==> src/rtl/poly_constraint_pkg.sv <==
// Shared types, default parameters and width helpers for the sequential
// polynomial constraint checker.
package poly_constraint_pkg;

   typedef enum logic [1:0] {
      IDLE = 2'd0,
      MUL  = 2'd1,
      CMP  = 2'd2,
      DONE = 2'd3
   } state_e;

   localparam int DEF_N_X   = 3;
   localparam int DEF_XW    = 12;
   localparam int DEF_N_Y   = 3;
   localparam int DEF_YW    = 22;
   localparam int DEF_K_LO  = 3;
   localparam int DEF_K_MUL = 9;

   // Width of an unsigned sum of n operands of w bits each.
   function automatic int sum_width(input int w, input int n);
      return w + $clog2(n);
   endfunction

   // Comparison width: wide enough for Q and for K_MUL*T + 1 without wrap.
   function automatic int cmp_width(input int qw, input int tw, input int k_mul);
      int rhs_w;
      rhs_w = tw + $clog2(k_mul) + 1;
      return ((qw > rhs_w) ? qw : rhs_w) + 1;
   endfunction

endpackage

==> src/rtl/poly_serial_sq.sv <==
// Bit-serial shift-add squarer: start_i loads the operand, then one
// multiplier bit is processed per cycle (LSB first) for exactly SW cycles.
module poly_serial_sq
   import poly_constraint_pkg::*;
#(
   parameter int SW = 14
) (
   input  logic            clk,
   input  logic            rst_n,
   input  logic            start_i,
   input  logic [SW-1:0]   op_i,
   output logic            done_o,
   output logic [2*SW-1:0] q_o
);

   localparam int QW   = 2 * SW;
   localparam int CNTW = $clog2(SW + 1);

   logic [SW-1:0]   op_q,  op_d;
   logic [QW-1:0]   acc_q, acc_d;
   logic [CNTW-1:0] cnt_q, cnt_d;
   logic            run_q, run_d;
   logic            last;

   // The final bit is being added this cycle; acc_q holds Q on the next one.
   assign last   = run_q && (cnt_q == CNTW'(SW - 1));
   assign done_o = last;
   assign q_o    = acc_q;

   // NOTE: every next-state value is defaulted to its register first, so no
   // path through this block can leave a signal unassigned and infer a latch.
   always_comb begin
      op_d  = op_q;
      acc_d = acc_q;
      cnt_d = cnt_q;
      run_d = run_q;
      if (start_i) begin
         op_d  = op_i;
         acc_d = '0;
         cnt_d = '0;
         run_d = 1'b1;
      end else if (run_q) begin
         if (op_q[cnt_q]) begin
            acc_d = acc_q + (QW'(op_q) << cnt_q);
         end
         cnt_d = cnt_q + CNTW'(1);
         if (last) begin
            run_d = 1'b0;
         end
      end
   end

   // NOTE: state is updated with non-blocking assignments so every register
   // samples its pre-edge inputs regardless of statement order.
   always_ff @(posedge clk) begin
      if (!rst_n) begin
         op_q  <= '0;
         acc_q <= '0;
         cnt_q <= '0;
         run_q <= 1'b0;
      end else begin
         op_q  <= op_d;
         acc_q <= acc_d;
         cnt_q <= cnt_d;
         run_q <= run_d;
      end
   end

endmodule

==> src/rtl/poly_constraint_seq.sv <==
// Sequential polynomial constraint checker: Q = sum(x)^2 compared against
// T = sum(y). Optional saturating mismatch counter under POLY_MISMATCH_CNT_EN.
module poly_constraint_seq
   import poly_constraint_pkg::*;
#(
   parameter int N_X   = DEF_N_X,
   parameter int XW    = DEF_XW,
   parameter int N_Y   = DEF_N_Y,
   parameter int YW    = DEF_YW,
   parameter int K_LO  = DEF_K_LO,
   parameter int K_MUL = DEF_K_MUL
) (
   input  logic            clk,
   input  logic            rst_n,
   input  logic            in_valid,
   output logic            in_ready,
   input  logic [N_X*XW-1:0] in_x,
   input  logic [N_Y*YW-1:0] in_y,
   output logic            out_valid,
   input  logic            out_ready,
   output logic            out_match,
   output logic            out_lhs,
   output logic            out_rhs,
   output logic            busy
`ifdef POLY_MISMATCH_CNT_EN
   ,
   output logic [15:0]     mismatch_cnt
`endif
);

   localparam int SW = sum_width(XW, N_X);
   localparam int TW = sum_width(YW, N_Y);
   localparam int QW = 2 * SW;
   localparam int CW = cmp_width(QW, TW, K_MUL);

   localparam logic [TW-1:0] K_LO_T  = TW'(K_LO);
   localparam logic [CW-1:0] K_MUL_C = CW'(K_MUL);

   state_e          state_q, state_d;
   logic [TW-1:0]   t_q, t_d;
   logic            lhs_q, lhs_d;
   logic            rhs_q, rhs_d;
   logic            match_q, match_d;

   logic [SW-1:0]   s_sum;
   logic [TW-1:0]   t_sum;
   logic            accept;
   logic            sq_done;
   logic [QW-1:0]   sq_q;
   logic [CW-1:0]   q_ext, lo_bound, mul_bound;

   always_comb begin
      s_sum = '0;
      for (int i = 0; i < N_X; i++) begin
         s_sum = s_sum + SW'(in_x[i*XW +: XW]);
      end
      t_sum = '0;
      for (int i = 0; i < N_Y; i++) begin
         t_sum = t_sum + TW'(in_y[i*YW +: YW]);
      end
   end

   assign accept = (state_q == IDLE) && in_valid;

   poly_serial_sq #(
      .SW (SW)
   ) u_sq (
      .clk     (clk),
      .rst_n   (rst_n),
      .start_i (accept),
      .op_i    (s_sum),
      .done_o  (sq_done),
      .q_o     (sq_q)
   );

   // Both bounds evaluated at CW bits, so neither T+1 nor K_MUL*T can wrap.
   assign q_ext     = CW'(sq_q);
   assign lo_bound  = CW'(t_q) + CW'(t_q < K_LO_T);
   assign mul_bound = CW'(t_q) * K_MUL_C;

   always_comb begin
      state_d = state_q;
      t_d     = t_q;
      lhs_d   = lhs_q;
      rhs_d   = rhs_q;
      match_d = match_q;
      unique case (state_q)
         IDLE: begin
            if (accept) begin
               t_d     = t_sum;
               state_d = MUL;
            end
         end
         MUL: begin
            if (sq_done) begin
               state_d = CMP;
            end
         end
         CMP: begin
            lhs_d   = q_ext < lo_bound;
            rhs_d   = q_ext < mul_bound;
            match_d = (lhs_d == rhs_d);
            state_d = DONE;
         end
         DONE: begin
            if (out_ready) begin
               state_d = IDLE;
            end
         end
         default: state_d = IDLE;
      endcase
   end

   always_ff @(posedge clk) begin
      if (!rst_n) begin
         state_q <= IDLE;
         t_q     <= '0;
         lhs_q   <= 1'b0;
         rhs_q   <= 1'b0;
         match_q <= 1'b0;
      end else begin
         state_q <= state_d;
         t_q     <= t_d;
         lhs_q   <= lhs_d;
         rhs_q   <= rhs_d;
         match_q <= match_d;
      end
   end

   assign in_ready  = (state_q == IDLE);
   assign out_valid = (state_q == DONE);
   assign busy      = (state_q != IDLE);
   assign out_lhs   = lhs_q;
   assign out_rhs   = rhs_q;
   assign out_match = match_q;

`ifdef POLY_MISMATCH_CNT_EN
   logic [15:0] mm_cnt_q, mm_cnt_d;

   always_comb begin
      mm_cnt_d = mm_cnt_q;
      if (out_valid && out_ready && !match_q && (mm_cnt_q != 16'hFFFF)) begin
         mm_cnt_d = mm_cnt_q + 16'd1;
      end
   end

   always_ff @(posedge clk) begin
      if (!rst_n) begin
         mm_cnt_q <= '0;
      end else begin
         mm_cnt_q <= mm_cnt_d;
      end
   end

   assign mismatch_cnt = mm_cnt_q;
`endif

endmodule

==> config.mk <==
export PLATFORM = sky130hd
export DESIGN_NAME = poly_constraint_seq
export DESIGN_NICKNAME = d
export VERILOG_FILES = /design/src/rtl/poly_constraint_pkg.sv /design/src/rtl/poly_serial_sq.sv /design/src/rtl/poly_constraint_seq.sv
export SDC_FILE = /design/constraint.sdc
export NUM_CORES = 1
export LEC_CHECK = 0
export ABC_AREA = 1
export CAP_MARGIN = 20
export CORE_MARGIN = 1.5
export CORE_UTILIZATION = 55
export CTS_BUF_LIST = sky130_fd_sc_hd__clkbuf_4 sky130_fd_sc_hd__clkbuf_8
export DETAILED_ROUTE_END_ITERATION = 12
export PLACE_DENSITY = 0.77
export SETUP_SLACK_MARGIN = 0.15
export SYNTH_ARGS = -nofsm -noshare
export SYNTH_HDL_FRONTEND = slang
export SYNTH_SLANG_ARGS = --single-unit
==> constraint.sdc <==
create_clock -name clk -period 3.6 [get_ports clk]
set_clock_uncertainty 0.1 [all_clocks]
set_input_delay 1.08 -clock clk [delete_from_list [all_inputs] [get_ports clk]]
set_output_delay 1.08 -clock clk [all_outputs]
set_load 0.02 [all_outputs]
==> results.py, run 1 <==
metrics = {
    "route": {
        "firstDrtPassIters": 7,
        "remaining_drc_errors": 0,
        "wl_per_cell_um": 15.2,
        "drt_wl_total_um": 34900,
        "avgViaCountPerCell": 5.48,
        "drt-initial-drc-count": 869,
        "num_vias": 12600,
        "ant_nets": 0,
    },
    "global_routing": {
        "grt_pass1_vias": 12000,
        "grt_pass1_wl_um": 55600,
        "overflow": 0,
        "grt_usage_pct": 31.7,
        "grt_max_degree": 33,
        "antenna_found_initial": 0,
    },
    "clocking": {
        "worstSkewPairLatency_ps": 390,
        "clock-root-buffer": "clkbuf_8",
        "cts.clk_slew.worst_paths_ps": 110,
        "cts_tree": "built",
        "cts_sinks": 76,
        "cts_max_level": 3,
        "ctsHoldBuffers": 0,
        "numCtsBuffers": 9,
        "clockBufferDepth": 2,
    },
    "die": {
        "fp.dieH_um": 146,
        "core-area_sq_mm": 0.0202,
        "ioPinCount": 112,
        "die_area_sq_mm": 0.0214,
        "rows": 52,
        "start_util_pct": 55.9,
        "dieWidth_um": 146,
    },
    "synthesis": {
        "ys_types": 46,
        "yosys_warnings": 0,
        "synth_edf_count": 0,
        "syn_nets": 2119,
        "synthXorXnorAreaFrac_pct": 4.89,
        "synthMuxAreaShare_pct": 0.355,
        "syn_inst": 1815,
        "yosys_most_used_dff": "dfxtp_1",
        "synthSimpleGateAreaFrac_pct": 32.0,
        "synth.avg_cell_area_sq_um": 6.22,
        "ys_ff_latch": 76,
        "synthesis.area_sq_mm": 0.0113,
        "synth_top_family_by_area": "simple AND/OR/NAND/NOR gates",
        "yosysSeqAreaShare_pct": 13.5,
        "async_reset_ff_share_pct": 0,
        "synthAdderAreaFrac_pct": 24.5,
        "synth_compound_area_share_pct": 15.3,
    },
    "placement": {
        "gp_routability_congestion": 0.964,
        "place.port_buffers": 111,
        "dp_hpwl_um": 28000,
    },
    "timing": {
        "final.period_utilization_pct": 101,
        "setup-violations-final": 1,
        "hold_slack_ps": 385,
        "relSlewSlack_pct": 58.1,
        "fin_ws_ps": -50.8,
        "drv_slew": 0,
        "hold_viol_final": 0,
        "maxClockFrequency_mhz": 274,
        "layout_min_cycle_time_ps": 3650,
        "worst_slew_pin_slew_ps": 624,
        "rsz0062_at_grt": "yes",
    },
    "layout": {
        "n_fill_cell": 1756,
        "regArea_sq_mm": 0.00154,
        "drive_gt1_share_pct": 13.2,
        "nets": 2320,
        "antenna_cells": 0,
        "multiInputGateArea_sq_mm": 0.00936,
        "syn_to_final_growth_pct": 27.0,
    },
    "hold_path": {
        "min_from": "u_sq.op_q[6]",
        "whs_path_depth": 2,
        "hold_path_class": "reg2reg",
        "whs_endpoint": "u_sq.op_q[6]",
    },
    "critical_path": {
        "crit_fanout": 3,
        "cp-end-kind": "register",
        "r2r_cells": 27,
        "ff2ff_setup_slack_ps": -50,
        "required_ps": 3810,
        "crit_type": "reg2reg",
        "r2r_end": "out_match",
        "r2r_start": "t_q[20]",
        "crit_path_start": "t_q[20]",
        "cp-start-kind": "register",
        "cp.arrival_ps": 3860,
    },
    "job": {
        "maxCapViolations": 0,
    },
    "status": {
        "violations": "setup timing",
        "outcome": "finished, violations left",
    },
    "power_and_ir_drop": {
        "p_sw_mw": 3.22,
        "p_int_mw": 3.18,
        "swShare_pct": 50.3,
        "combPwrFrac_pct": 70.9,
        "p_leak_nw": 6.99,
        "power.share.clock_pct": 10.5,
        "ir_drop_v": 0.000210,
        "seqPwrFrac_pct": 18.7,
        "power-per-cell-area_mw_per_mm2": 446,
        "total_power_mw": 6.40,
    },
}
==> state kept, by name (all words and copies together), names as in the netlist <==
signal,flops
out_rhs,1
state_q,2
out_match,1
t_q,24
u_sq.q_o,28
u_sq.cnt_q,4
u_sq.run_q,1
out_lhs,1
u_sq.op_q,14
==> kinds of logic (layout without fill, tap and decap cells) <==
group / count (synthesis) / after routing
compound gates: 318 / 318
fa+ha+maj: 198 / 198
xor+xnor: 63 / 63
buf+inv: 278 / 484
flops: 76 / 76
simple gates: 878 / 878
mux: 4 / 4
==> area by class of cell <==
| class | instances | share of cell area (%) |
|---|---|---|
| Clock inverter | 7 | 0.454 |
| Inverter | 243 | 6.36 |
| Clock buffer | 9 | 0.864 |
| Timing Repair Buffer | 225 | 13.9 |
| Tap cell | 270 | 2.36 |
| Multi-Input combinational cell | 1461 | 65.3 |
| Sequential cell | 76 | 10.7 |
==> power groups by stage <==
stage / registers [mW] / clock network (mW) / logic (mW)
2_1_floorplan: 1.20 / 0 / 2.58
3_3_place_gp: 1.17 / 0 / 3.87
3_5_place_dp: 1.17 / 0 / 3.94
4_1_cts: 1.17 / 0.675 / 4.05
5_1_grt: 1.21 / 0.709 / 5.03
6_report: 1.20 / 0.670 / 4.53
==> worst max-delay path by stage <==
stage           endpoint  slack (ps)
6_report       out_match         -50
5_1_grt        out_match        -260
4_1_cts        out_match          20
3_5_place_dp     t_q[15]        -360
3_3_place_gp     t_q[15]        -250
2_1_floorplan    t_q[15]         290
==> critical path, cell delays in order (launching register included) <==
cell and delay [ps]:
dfxtp_2 340, nor4_4 320, nand4_1 190, nor2_1 160, ha_2 240, ha_4 160, nand3_4 80, nor2_4 110
nand2_4 70, buf_6 120, inv_2 40, nand4_1 110, nor2_1 140, inv_2 80, nor2_4 110, o22ai_4 80
ha_1 280, nand2_1 80, inv_2 50, nand2_1 60, nand2_1 50, nand2_1 50, nand2_1 60, a21oi_2 140
nand2_2 110, nand2_1 70, nand2_1 50, a21oi_1 120
==> per-stage QoR <==
step / TNS (ps) / utilization, % / area, sq um / std cells / setup slack (ps)
5_1_grt: -378 / 71.1 / 14300 / 2291 / -262
2_1_floorplan: 0 / - / 11300 / 1815 / 288
4_1_cts: 0 / 68.3 / 13800 / 2286 / 22.0
3_5_place_dp: -2750 / 66.1 / 13300 / 2261 / -365
6_report: -50.8 / 71.1 / 14300 / 2291 / -50.8
3_3_place_gp: -1560 / 66.1 / 13300 / 2261 / -249
==> metal layers <==
| layer | vias up | GRT usage (%) | share of wire, % |
|---|---|---|---|
| met5 | - | 0 | 0 |
| met4 | 0 | 11.4 | 3.7 |
| met3 | 92 | 3.84 | 6.4 |
| met2 | 473 | 54.8 | 46 |
| met1 | 5657 | 40.6 | 43 |
| li1 | 6340 | - | - |
==> Yosys cell counts (2+ instances only) <==
| cell | instances | area share (%) |
|---|---|---|
| ha_1 | 160 | 18 |
| nand4_1 | 21 | 1.2 |
| buf_2 | 7 | 0.31 |
| buf_1 | 2 | 0.067 |
| inv_1 | 241 | 8.0 |
| o21a_1 | 4 | 0.27 |
| nor4_1 | 7 | 0.39 |
| o31ai_1 | 2 | 0.13 |
| xor2_1 | 48 | 3.7 |
| nand3_2 | 2 | 0.18 |
| dfxtp_1 | 76 | 13 |
| mux2i_1 | 4 | 0.35 |
| buf_4 | 3 | 0.20 |
| fa_1 | 38 | 6.7 |
| nand3b_1 | 3 | 0.20 |
| nor3_1 | 19 | 0.84 |
| o21ai_0 | 115 | 5.1 |
| xnor2_1 | 15 | 1.2 |
| o21bai_1 | 14 | 0.93 |
| clkbuf_1 | 22 | 0.73 |
| o21ai_1 | 5 | 0.22 |
| a21o_1 | 9 | 0.60 |
| o221ai_1 | 2 | 0.16 |
| nand2_1 | 510 | 17 |
| a211oi_1 | 2 | 0.13 |
| o22ai_1 | 8 | 0.44 |
| or2_2 | 5 | 0.28 |
| nor2_1 | 189 | 6.3 |
| nand3_1 | 111 | 4.9 |
| a21boi_0 | 5 | 0.33 |
| and2_1 | 5 | 0.28 |
| a31oi_1 | 8 | 0.44 |
| a21oi_1 | 140 | 6.2 |
==> layout by cell type, fill, tap and decap left out, types with 5 or more instances in the layout <==
master / n
nand2_1: 497
inv_1: 236
nor2_1: 174
ha_1: 133
a21oi_1: 123
clkdlybuf4s50_1: 110
buf_4: 109
o21ai_0: 105
nand3_1: 103
dfxtp_1: 65
xor2_1: 45
fa_1: 35
nand4_1: 21
ha_4: 20
a21oi_2: 16
nor3_1: 16
nand2_2: 13
xnor2_1: 13
nor2_2: 12
o21bai_1: 12
o21ai_1: 10
dfxtp_2: 10
a21o_1: 9
clkbuf_8: 9
a31oi_1: 8
nand3_2: 8
o22ai_1: 7
ha_2: 7
inv_2: 6
or2_2: 5
==> timing repair <==
item,in CTS,in global routing
hold endpoints to repair,0,0
resized for setup,39,125
pin swaps,21,46
setup buffers,9,5
endpoints found under the setup margin,8,22
Power figures use the tool's default switching activity.
==> run 2, diff against run 1 <==
--- a/config.mk
+++ b/config.mk
@@ -7,12 +7,12 @@
 export LEC_CHECK = 0
 export ABC_AREA = 1
 export CAP_MARGIN = 20
-export CORE_MARGIN = 1.5
 export CORE_UTILIZATION = 55
 export CTS_BUF_LIST = sky130_fd_sc_hd__clkbuf_4 sky130_fd_sc_hd__clkbuf_8
 export DETAILED_ROUTE_END_ITERATION = 12
-export PLACE_DENSITY = 0.77
+export PLACE_DENSITY = 0.79
 export SETUP_SLACK_MARGIN = 0.15
+export SKIP_LAST_GASP = 1
 export SYNTH_ARGS = -nofsm -noshare
 export SYNTH_HDL_FRONTEND = slang
 export SYNTH_SLANG_ARGS = --single-unit
==> run 2 against run 1 <==
  * The run still ends with setup timing left
  * Die area fell by 1.4%
  * Wire length shrank 0.46%
  * Utilization is 0.30 points lower
  * Design area down 0.42%
  * Sequential share of layout area is essentially flat
  * Largest cell class unchanged
==> results.py, run 2 (synthesis results as in run 1) <==
metrics = {
    "route": {
        "maxUsedRoutingLayer": "met4",
        "wl_met1_um": 15200,
        "remaining_drc_errors": 0,
        "num_vias": 12500,
        "wl_per_cell_um": 15.1,
        "ant_nets": 0,
        "drt-initial-drc-count": 871,
        "drt_wl_total_um": 34700,
        "firstDrtPassIters": 5,
        "wl_met2_um": 16100,
        "avgViaCountPerCell": 5.47,
        "met3_length_um": 2200,
    },
    "timing": {
        "final.period_utilization_pct": 103,
        "worst_slew_pin_slew_ps": 684,
        "layout_min_cycle_time_ps": 3690,
        "relSlewSlack_pct": 54.0,
        "rsz0062_at_grt": "yes",
        "hold_slack_ps": 394,
        "hold_viol_final": 0,
        "drv_slew": 0,
        "maxClockFrequency_mhz": 271,
        "setup-violations-final": 2,
        "fin_ws_ps": -92.4,
        "setup_tns_ps": -132,
    },
    "power_and_ir_drop": {
        "ir_drop_v": 0.000238,
        "power-per-cell-area_mw_per_mm2": 449,
        "p_leak_nw": 7.03,
    },
    "critical_path": {
        "cp-end-kind": "register",
        "cp.arrival_ps": 3900,
        "crit_type": "reg2reg",
        "crit_path_start": "t_q[20]",
        "cp-start-kind": "register",
        "required_ps": 3810,
        "r2r_start": "t_q[20]",
        "crit_fanout": 3,
    },
    "global_routing": {
        "grt_pass1_wl_um": 55300,
        "grt_usage_pct": 32.2,
        "overflow": 0,
        "antenna_found_initial": 0,
        "grt_pass1_vias": 11800,
        "grt_max_degree": 30,
    },
    "die": {
        "fp.dieH_um": 145,
        "die_area_sq_mm": 0.0211,
        "ioPinCount": 112,
        "core-area_sq_mm": 0.0202,
        "rows": 52,
        "start_util_pct": 55.9,
        "dieWidth_um": 145,
    },
    "placement": {
        "dp_hpwl_um": 28100,
        "gp_routability_congestion": 0.984,
        "place.port_buffers": 111,
    },
    "clocking": {
        "clock-root-buffer": "clkbuf_8",
        "cts_max_level": 3,
        "worstSkewPairLatency_ps": 380,
        "cts_tree": "built",
        "cts_sinks": 76,
        "ctsHoldBuffers": 0,
        "numCtsBuffers": 9,
        "clockBufferDepth": 2,
        "cts.clk_slew.worst_paths_ps": 100,
    },
    "layout": {
        "antenna_cells": 0,
        "utilization_pct": 70.8,
        "drive_gt1_share_pct": 13.2,
        "largest_reg_flops": 28,
        "final_common_cell": "nand2_1",
        "nets": 2322,
        "layout_common_cells": "nand2_1 (494), inv_1 (237), nor2_1 (174)",
        "syn_to_final_growth_pct": 26.5,
    },
    "status": {
        "outcome": "finished, violations left",
        "violations": "setup timing",
    },
    "job": {
        "maxCapViolations": 0,
    },
    "hold_path": {
        "min_from": "u_sq.op_q[6]",
        "hold_path_class": "reg2reg",
    },
}
[run 2: cell count changes in the layout (fill, tap and decap cells not counted), sizes merged]
| cell | previous run | this run |
|---|---|---|
| buf | 114 | 116 |
| bufinv | 0 | 1 |
| clkinvlp | 1 | 0 |
[run 2: area by class of cell]
| class | count | area, sq um |
|---|---|---|
| Multi-Input combinational cell | 1461 | 9270 |
| Inverter | 243 | 912 |
| Clock inverter | 7 | 90.1 |
| Clock buffer | 9 | 124 |
| Fill cell | 1757 | 5900 |
| Tap cell | 270 | 338 |
| Timing Repair Buffer | 227 | 2010 |
| Sequential cell | 76 | 1540 |
[run 2: per-layer routing]
metal | vias to the layer above | GRT usage [%]
met3 | 81 | 3.43
met5 | - | 0
met1 | 5661 | 41.8
li1 | 6338 | -
met2 | 458 | 54.4
met4 | 0 | 12.7
[run 2: path summary, 6_finish.rpt]
path	endpoint	slack, ps	cells past startpoint
worst max-delay path	out_match	-90	27
worst min-delay path	u_sq.op_q[6]	390	2
worst max register to register	out_match	-90	27
worst min register to register	u_sq.op_q[6]	390	2
[run 2: repair_timing]
item	4_1_cts	5_1_grt
pin swaps	20	35
setup endpoints to repair	5	30
gates resized for setup	37	124
buffers inserted	3	8
[run 2: metrics by stage]
| step | total power [mW] | cell area [sq um] | cells | setup slack (ps) |
|---|---|---|---|---|
| floorplan | 3.78 | 11300 | 1815 | 288 |
| global placement | 5.06 | 13400 | 2266 | -242 |
| detailed placement | 5.17 | 13400 | 2266 | -309 |
| CTS | 5.98 | 13700 | 2285 | 10.9 |
| global route | 6.93 | 14300 | 2293 | -316 |
| finish | 6.40 | 14300 | 2293 | -92.4 |
[run 2: worst max-delay path, cell delays in order (launching register included)]
cell     delay (ps)
dfxtp_2         340
nor4_4          300
nand4_1         200
nor2_1          150
ha_2            220
ha_4            150
nand3_4          90
nor2_4          110
nand2_2          90
buf_6           130
inv_1            60
nand4_1         140
nor2_2          150
inv_2            70
nor2_2           90
o22ai_2          80
ha_1            280
nand2_1          70
inv_1            40
nand2_1          50
nand2_1          40
nand2_1          50
nand2_1          60
a21oi_2         140
nand2_2         120
nand2_1          80
nand2_1          80
a21oi_2         140
[run 2: report_power, final]
| group | internal [mW] | switching [mW] | leakage, nW |
|---|---|---|---|
| logic | 1.84 | 2.62 | 6.30 |
| registers | 1.02 | 0.185 | 0.625 |
| clock network | 0.337 | 0.392 | 0.108 |
